## src/rtl/scoreboard_pkg.sv

```systemverilog
// Shared scoreboard definitions: opcode encodings, responder FSM states and
// functional-unit index constants.
package scoreboard_pkg;

    localparam int OPC_W = 4;

    localparam logic [OPC_W-1:0] OP_ADD  = 4'd0;
    localparam logic [OPC_W-1:0] OP_SUB  = 4'd1;
    localparam logic [OPC_W-1:0] OP_AND  = 4'd2;
    localparam logic [OPC_W-1:0] OP_OR   = 4'd3;
    localparam logic [OPC_W-1:0] OP_XOR  = 4'd4;
    localparam logic [OPC_W-1:0] OP_MUL  = 4'd5;
    localparam logic [OPC_W-1:0] OP_SLL  = 4'd6;
    localparam logic [OPC_W-1:0] OP_SRL  = 4'd7;
    localparam logic [OPC_W-1:0] OP_PASS = 4'd8;

    typedef enum logic [1:0] {
        ST_IDLE     = 2'd0,
        ST_WAIT_OPS = 2'd1,
        ST_EXEC     = 2'd2,
        ST_WAIT_WB  = 2'd3
    } fu_state_e;

    localparam logic [7:0] FU_INT  = 8'd0;
    localparam logic [7:0] FU_FADD = 8'd1;
    localparam logic [7:0] FU_FMUL = 8'd2;
    localparam logic [7:0] FU_FDIV = 8'd3;

endpackage

```

## src/rtl/fu_alu.sv

```systemverilog
// Combinational ALU behind the scoreboard responder; all results wrap modulo
// 2^DATA_W, and an unknown opcode yields zero with err set.
module fu_alu
    import scoreboard_pkg::*;
#(
    parameter int DATA_W = 32,
    parameter int OP_W   = 4
) (
    input  logic [OP_W-1:0]   op,
    input  logic [DATA_W-1:0] a,
    input  logic [DATA_W-1:0] b,
    output logic [DATA_W-1:0] y,
    output logic              err
);

    logic [4:0] shamt;

    assign shamt = b[4:0];

    always_comb begin
        // NOTE: every output gets a default before the case so no path leaves
        // a variable unassigned, which would otherwise infer a latch.
        y   = '0;
        err = 1'b0;
        case (op)
            OP_W'(OP_ADD):  y = a + b;
            OP_W'(OP_SUB):  y = a - b;
            OP_W'(OP_AND):  y = a & b;
            OP_W'(OP_OR):   y = a | b;
            OP_W'(OP_XOR):  y = a ^ b;
            OP_W'(OP_MUL):  y = a * b;
            OP_W'(OP_SLL):  y = a << shamt;
            OP_W'(OP_SRL):  y = a >> shamt;
            OP_W'(OP_PASS): y = a;
            default:        err = 1'b1;
        endcase
    end

endmodule

```

## src/rtl/fu_scoreboard_responder.sv

```systemverilog
// Functional-unit responder to the scoreboard: accept one issue, capture
// operands on read grant, run for LATENCY cycles, hold the result until write grant.
module fu_scoreboard_responder
    import scoreboard_pkg::*;
#(
    parameter int DATA_W  = 32,
    parameter int REG_AW  = 5,
    parameter int OP_W    = 4,
    parameter int LATENCY = 4,
    parameter int FU_ID   = 0
) (
    input  logic              clk,
    input  logic              rst,
    input  logic              issue_valid,
    output logic              issue_ready,
    input  logic [OP_W-1:0]   issue_op,
    input  logic [REG_AW-1:0] issue_fi,
    input  logic [REG_AW-1:0] issue_fj,
    input  logic [REG_AW-1:0] issue_fk,
    output logic              busy,
    output logic [REG_AW-1:0] rd_fj,
    output logic [REG_AW-1:0] rd_fk,
    input  logic              rd_grant,
    input  logic [DATA_W-1:0] opj_data,
    input  logic [DATA_W-1:0] opk_data,
    output logic              wr_req,
    output logic [REG_AW-1:0] wr_dest,
    output logic [DATA_W-1:0] wr_data,
    input  logic              wr_grant,
    output logic              op_err,
    output logic [7:0]        fu_id
);

    localparam logic [7:0] LAST_CNT = 8'(LATENCY - 1);

    fu_state_e         state_q,   state_d;
    logic [7:0]        cnt_q,     cnt_d;
    logic              busy_q,    busy_d;
    logic              wr_req_q,  wr_req_d;
    logic              op_err_q,  op_err_d;
    logic [REG_AW-1:0] fi_q,      fi_d;
    logic [REG_AW-1:0] fj_q,      fj_d;
    logic [REG_AW-1:0] fk_q,      fk_d;
    logic [DATA_W-1:0] wr_data_q, wr_data_d;
    logic [OP_W-1:0]   op_q,      op_d;
    logic [DATA_W-1:0] opj_q,     opj_d;
    logic [DATA_W-1:0] opk_q,     opk_d;

    logic [DATA_W-1:0] alu_y;
    logic              alu_err;

    fu_alu #(
        .DATA_W (DATA_W),
        .OP_W   (OP_W)
    ) u_alu (
        .op  (op_q),
        .a   (opj_q),
        .b   (opk_q),
        .y   (alu_y),
        .err (alu_err)
    );

    assign issue_ready = ~busy_q;

    always_comb begin
        state_d   = state_q;
        cnt_d     = cnt_q;
        busy_d    = busy_q;
        wr_req_d  = wr_req_q;
        op_err_d  = op_err_q;
        fi_d      = fi_q;
        fj_d      = fj_q;
        fk_d      = fk_q;
        wr_data_d = wr_data_q;
        op_d      = op_q;
        opj_d     = opj_q;
        opk_d     = opk_q;

        case (state_q)
            ST_IDLE: begin
                if (issue_valid && issue_ready) begin
                    state_d = ST_WAIT_OPS;
                    busy_d  = 1'b1;
                    op_d    = issue_op;
                    fi_d    = issue_fi;
                    fj_d    = issue_fj;
                    fk_d    = issue_fk;
                end
            end
            ST_WAIT_OPS: begin
                if (rd_grant) begin
                    state_d = ST_EXEC;
                    opj_d   = opj_data;
                    opk_d   = opk_data;
                    cnt_d   = '0;
                end
            end
            ST_EXEC: begin
                cnt_d = cnt_q + 8'd1;
                if (cnt_q == LAST_CNT) begin
                    state_d   = ST_WAIT_WB;
                    wr_req_d  = 1'b1;
                    wr_data_d = alu_y;
                    op_err_d  = alu_err;
                end
            end
            ST_WAIT_WB: begin
                // Result fields stay frozen here; only the grant moves us on.
                if (wr_grant) begin
                    state_d  = ST_IDLE;
                    busy_d   = 1'b0;
                    wr_req_d = 1'b0;
                    op_err_d = 1'b0;
                end
            end
            default: state_d = ST_IDLE;
        endcase
    end

    // NOTE: sequential state uses non-blocking assignments so every flop
    // samples its pre-edge value regardless of statement order.
    always_ff @(posedge clk) begin
        if (rst) begin
            state_q   <= ST_IDLE;
            cnt_q     <= '0;
            busy_q    <= 1'b0;
            wr_req_q  <= 1'b0;
            op_err_q  <= 1'b0;
            fi_q      <= '0;
            fj_q      <= '0;
            fk_q      <= '0;
            wr_data_q <= '0;
        end else begin
            state_q   <= state_d;
            cnt_q     <= cnt_d;
            busy_q    <= busy_d;
            wr_req_q  <= wr_req_d;
            op_err_q  <= op_err_d;
            fi_q      <= fi_d;
            fj_q      <= fj_d;
            fk_q      <= fk_d;
            wr_data_q <= wr_data_d;
        end
    end

    // NOTE: opcode and operand latches are left unreset; they are always
    // rewritten before the ALU result is captured, so reset adds nothing.
    always_ff @(posedge clk) begin
        op_q  <= op_d;
        opj_q <= opj_d;
        opk_q <= opk_d;
    end

    assign busy    = busy_q;
    assign rd_fj   = fj_q;
    assign rd_fk   = fk_q;
    assign wr_req  = wr_req_q;
    assign wr_dest = fi_q;
    assign wr_data = wr_data_q;
    assign op_err  = op_err_q;
    assign fu_id   = 8'(FU_ID);

endmodule
```

## config.mk

```make
export PLATFORM = sky130hd
export DESIGN_NAME = fu_scoreboard_responder
export DESIGN_NICKNAME = d
export VERILOG_FILES = /design/src/rtl/scoreboard_pkg.sv /design/src/rtl/fu_alu.sv /design/src/rtl/fu_scoreboard_responder.sv
export SDC_FILE = /design/constraint.sdc
export NUM_CORES = 2
export LEC_CHECK = 0
export BUFFER_PORTS_ARGS = -buffer_cell sky130_fd_sc_hd__buf_2
export CORE_AREA = 4 4 209 211
export CTS_BUF_LIST = sky130_fd_sc_hd__clkbuf_16
export CTS_CLUSTER_DIAMETER = 100
export DETAILED_ROUTE_END_ITERATION = 10
export DIE_AREA = 0 0 213 215
export PLACE_DENSITY = 0.84
export SYNTH_ARGS = -nofsm -noshare
export SYNTH_HDL_FRONTEND = slang
export SYNTH_SLANG_ARGS = --single-unit
```

## constraint.sdc

```tcl
create_clock -name clk -period 16 [get_ports clk]
set_clock_uncertainty 0.15 [all_clocks]
set_input_delay 1.6 -clock clk [delete_from_list [all_inputs] [get_ports clk]]
set_output_delay 1.6 -clock clk [all_outputs]
set_load 0.01 [all_outputs]
```

# ---- Word level (Yosys, flattened, before mapping)
# Cells that the tools add are included.
dict set report totals {
  in_bits 88
  output_inout_bits 59
  ff_bits 128
  wordCells 68
}
dict set report classes {
  multipliers 1
  mux 16
  n_shift 2
  n_reduce_logical 14
  n_eq_ne 16
  add_sub_neg 3
  bitwise 4
}
# op n
set op_table {}
lappend op_table {{$pmux 32 s9} 1}
lappend op_table {{$add 32x32->32} 1}
lappend op_table {{$and 32x32->32} 1}
lappend op_table {{$mul 32x32->32} 1}
lappend op_table {{$or 32x32->32} 1}
lappend op_table {{$shl 32x5->32} 1}
lappend op_table {{$shr 32x5->32} 1}
lappend op_table {{$sub 32x32->32} 1}
lappend op_table {{$xor 32x32->32} 1}
lappend op_table {{$eq 4x3->1 const B} 4}
lappend op_table {{$pmux 8 s2} 1}
lappend op_table {{$reduce_or 9->1} 1}
lappend op_table {{$add 8x1->8 const B} 1}
lappend op_table {{$eq 4x2->1 const B} 2}
lappend op_table {{$eq 8x2->1 const B} 1}
lappend op_table {{$mux 2} 4}
lappend op_table {{$mux 8} 1}
lappend op_table {{$ne 2x2->1 const B} 4}
lappend op_table {{$pmux 2 s4} 1}
lappend op_table {{$reduce_and 2->1} 4}
lappend op_table {{$pmux 1 s2} 3}
lappend op_table {{$reduce_and 3->1} 2}
lappend op_table {{$reduce_bool 2->1} 3}
lappend op_table {{$mux 1} 5}
lappend op_table {{9 further kinds} 10}

# ---- Longest topological paths before layout
dict set report logic_depth {
  word_depth 5
  ltp_mapped 32
  ltp_nobuf 26
}

# ---- By module
# Synthesis repeated with hierarchy kept, for this count alone.
dict set report hier_totals {
  cells_unflattened 3130
  hier_area_um2 26489.2
}
# mod instances seq_area_each_um2 area_per_inst_um2 cells_each
set by_module_without_submodules {}
lappend by_module_without_submodules {fu_alu 1 0.0 21969.8 2763}
lappend by_module_without_submodules {fu_scoreboard_responder 1 3243.1 4519.3 367}

# ---- Worst setup path before layout
# Ideal clock, no wire load.
dict set report synth_path {
  path_kind {register -> register}
  start {register opk_q[2]}
  end {register wr_data_q[31] (netlist: wr_data[31])}
  t_required_ns 15.724
  path_buffers 5
  path_stages_with_launch 30
  path_slack_ns 7.441
  setup_time_ns 0.126
  period_less_slack_ns 8.559
  arrival_time_ns 8.283
  cell_sequence {edfxtp_1 clkbuf_1 inv_1 clkbuf_1 buf_2 clkbuf_1 clkbuf_1 nor2_1 fa_1 inv_1 fa_1 fa_1 fa_1 inv_1 fa_1 inv_1 fa_1 inv_1 fa_1 fa_1 ha_1 a21oi_1 o21ai_0 a211o_1 or4b_1 nand3_1 a21oi_1 or3_1 a31oi_1 o32ai_1}
}
dict set report synth_via {
  elab_chain_len 2
  word_cells_on_any_way 6
  cone_classes {add/sub: 2; mul: 1; shift: 2; mux: 1}
}
# element line_no
set synth_rtl {}
lappend synth_rtl {{start: declaration} fu_scoreboard_responder.sv:47} ;# logic [DATA_W-1:0] opk_q, opk_d;
lappend synth_rtl {{start signal: assignment} fu_scoreboard_responder.sv:151} ;# opk_q <= opk_d;
lappend synth_rtl {{$mul 32x32->32, or another cell as far along} fu_alu.sv:31} ;# OP_W'(OP_MUL): y = a * b;
lappend synth_rtl {{$pmux 32 s9 (*)} fu_alu.sv:25} ;# case (op)
lappend synth_rtl {{end signal: assignment} fu_scoreboard_responder.sv:142} ;# wr_data_q <= wr_data_d;
lappend synth_rtl {{end: declaration} fu_scoreboard_responder.sv:44} ;# logic [DATA_W-1:0] wr_data_q, wr_data_d;
# Mark *: on every way between the ends. The rest lies on a longest branch, timed or not.
# A chain may end at the register's enable or synchronous reset.

# ---- Worst setup path in the final report
dict set report layout_path {
  start {register opk_q[5]}
  end {register wr_data_q[26] (netlist: wr_data[26])}
}
dict set report layout_via {
  elab_chain_len 2
  word_cells_on_any_way 4
  cone_classes {add/sub: 2; mul: 1; mux: 1}
}
# element line_no
set layout_rtl {}
lappend layout_rtl {{$mul 32x32->32, or another cell as far along} fu_alu.sv:31}
lappend layout_rtl {{$pmux 32 s9 (*)} fu_alu.sv:25}
# Marks and branches as above.

==> results.toml <==
[critical_path]
end_kind = "register"
setup.worst_path.start = "opk_q[5]$_DFFE_PP_"
worst-endpoint-arrival_ns = 9.17
cp-start-kind = "register"
critPathKind = "reg2reg"
required_ns = 16.19
r2r_start = "opk_q[5]$_DFFE_PP_"
worstPathMaxFanout = 14

[synth]
netlist_area_sq_mm = 0.02690
synthTopCellsByArea = "fa_1 (30%), ha_1 (11%), edfxtp_1 (7.6%), nor2_1 (7.0%), inv_1 (6.2%)"
synth_cell_types = 84
synth_top_area_share_pct = 30.44
syn_avg_cell_area_sq_um = 8.632
synth-edff-count = 68
seq_area_frac_synth_pct = 12.06
synth.most_common_cell = "nor2_1"
yosys_warnings = 0
ys_ff_latch = 128
yosysTopAreaCell = "fa_1"
async_flop_share_pct = 0
synthCells = 3116
synth_top_flop_cell = "edfxtp_1"
synth_common_cells = "nor2_1 (505), inv_1 (443), fa_1 (409), nand2_1 (304), ha_1 (226)"

[final_layout]
n_fill_cell = 3308
layout.nets = 3873
drive_gt1_share_pct = 10.28
areaGrowthSynthToFinish_pct = 6.401

[clock_tree]
cts-hold-fix-buffers = 0
cts_buffers = 17
clk-insertion-delay-late_ns = 0.46
cts.root.buffer_cell = "clkbuf_16"
clock-sinks = 128
htreeDepth = 4
clockBufferDepth = 2
worst_setup_hold_path_clk_slew_ns = 0.08
cts_setup_buffers = 0
cts_tree = "yes"
post_cts_resized = 0

[placement]
hpwl_microns = 80130
gp_congestion = 1.062
io_buffers = 138

[grt]
grt_overflow = 0
grt_pass1_wl_microns = 162300
grt_max_degree = 82
grtUsageTotal_pct = 48.11
antenna_found_initial = 2
grt_pass1_vias = 26212

[sta]
fmax_ghz = 0.1113
setup_viol = 0
tightest_slew_ns = 1.224
final_max_slew_viol_count = 0
setup_tns_ns = 0
hold_viol_final = 0
finalCritPeriodShare_pct = 56.17
finalCriticalPeriod_ns = 8.987
relSlewSlack_pct = 17.76
rsz0062_at_grt = "no"

[detailed_routing]
wl_microns = 109300
final_antenna_net_count = 0
drc_errors = 0
drt_iter0_drc = 3579
vias = 25227
viasPerCell = 6.813
wl_per_cell_microns = 29.52
first_pass_iters = 8

[die]
start_util_pct = 64.41
coreArea_sq_mm = 0.04176
rows = 75
die_w_microns = 213
io_pins = 147
die_area_sq_mm = 0.04580
dieHeight_microns = 215

[run]
cap_violations = 0

[run_status]
status = "complete, no violations"

[worst_hold_path]
hp-class = "reg2reg"
hold_start = "rd_fj[3]$_SDFFE_PP0P_"
-- per-layer routing --
metal,GRT usage [%],vias to the layer above,routed length [microns]
li1,-,10239,-
met1,61.82,12121,37360
met2,66.55,2278,44490
met3,19.26,585,17590
met4,32.40,4,9821
met5,0.7543,-,49
-- layout by cell type (no fill, tap or decap), types with 60 or more instances in the layout --
cell      instances
buf_4            64
edfxtp_1         68
fa_1            409
xnor2_1          97
ha_1            226
a21oi_1         138
nand2_1         304
dfxtp_1          60
nor2_1          505
buf_2           138
inv_1           442
o21ai_0          83
-- cell families after synthesis --
| family | Yosys count | synth area share, % |
|---|---|---|
| AND/OR/NAND/NOR | 981 | 15.16 |
| buffers and inverters | 662 | 9.438 |
| adder cells (fa/ha/maj) | 635 | 40.95 |
| AO/OA/AOI/OAI | 485 | 12.12 |
| flip-flops | 128 | 12.06 |
| XOR/XNOR | 126 | 4.154 |
| multiplexers | 98 | 6.108 |
| other | 1 | 0.01394 |
-- layout make-up --
class	instances	area (sq um)	share of cell area (%)
multi-input cells	2333	21160	73.93
flip-flops and latches	128	3243	11.33
inverters	467	1753	6.125
repair buffers	203	1191	4.162
well taps	539	674.4	2.356
clock buffers	17	425.4	1.486
clock inverters	15	170.2	0.5946
diodes	1	2.502	0.008744
-- state kept, by name, summed over array words and instances, names as in the netlist, 2 cells and up --
| signal | count |
|---|---|
| opj_q | 32 |
| rd_fj | 5 |
| cnt_q | 8 |
| wr_data | 32 |
| state_q | 2 |
| opk_q | 32 |
| rd_fk | 5 |
| op_q | 4 |
| wr_dest | 5 |
-- worst max-delay path, cell delays in order (launching register included) --
cell and delay [ns]:
edfxtp_1 0.88, clkinv_1 0.71, nor2_1 0.33, fa_1 0.46, fa_1 0.51, fa_1 0.53, inv_1 0.06, fa_1 0.49
inv_1 0.06, fa_1 0.50, inv_1 0.06, fa_1 0.54, inv_1 0.06, fa_1 0.39, fa_1 0.49, ha_1 0.39
a21oi_1 0.29, nor4bb_1 0.33, o21ai_0 0.19, a32oi_1 0.56, a211oi_1 0.19, or3_1 0.35, a311oi_1 0.27, a21oi_1 0.09
-- through the flow --
stage	area, sq um	hold slack, ns	cells	setup slack (ns)	util (%)
final	28620	0.3100	3703	7.013	68.53
after global routing	28620	0.3363	3703	7.025	68.53
after CTS	28620	0.3105	3702	7.264	68.53
after detailed placement	28020	0.3005	3670	7.301	67.10
after global placement	28020	0.2913	3670	7.363	67.10
after floorplan	26920	0.3120	3123	7.441	-
-- path summary, 6_finish.rpt --
check / end / slack, ns / depth (start not counted)
min reg2reg: rd_fj[3]$_SDFFE_PP0P_ / 0.31 / 2
min: rd_fj[3]$_SDFFE_PP0P_ / 0.31 / 2
max: wr_data[26]$_SDFFE_PP0P_ / 7.01 / 23
max reg2reg: wr_data[26]$_SDFFE_PP0P_ / 7.01 / 23
Power is left out: the tool's default activity adds up to more than one toggle a clock period on the data nets, which glitch-free logic cannot reach.
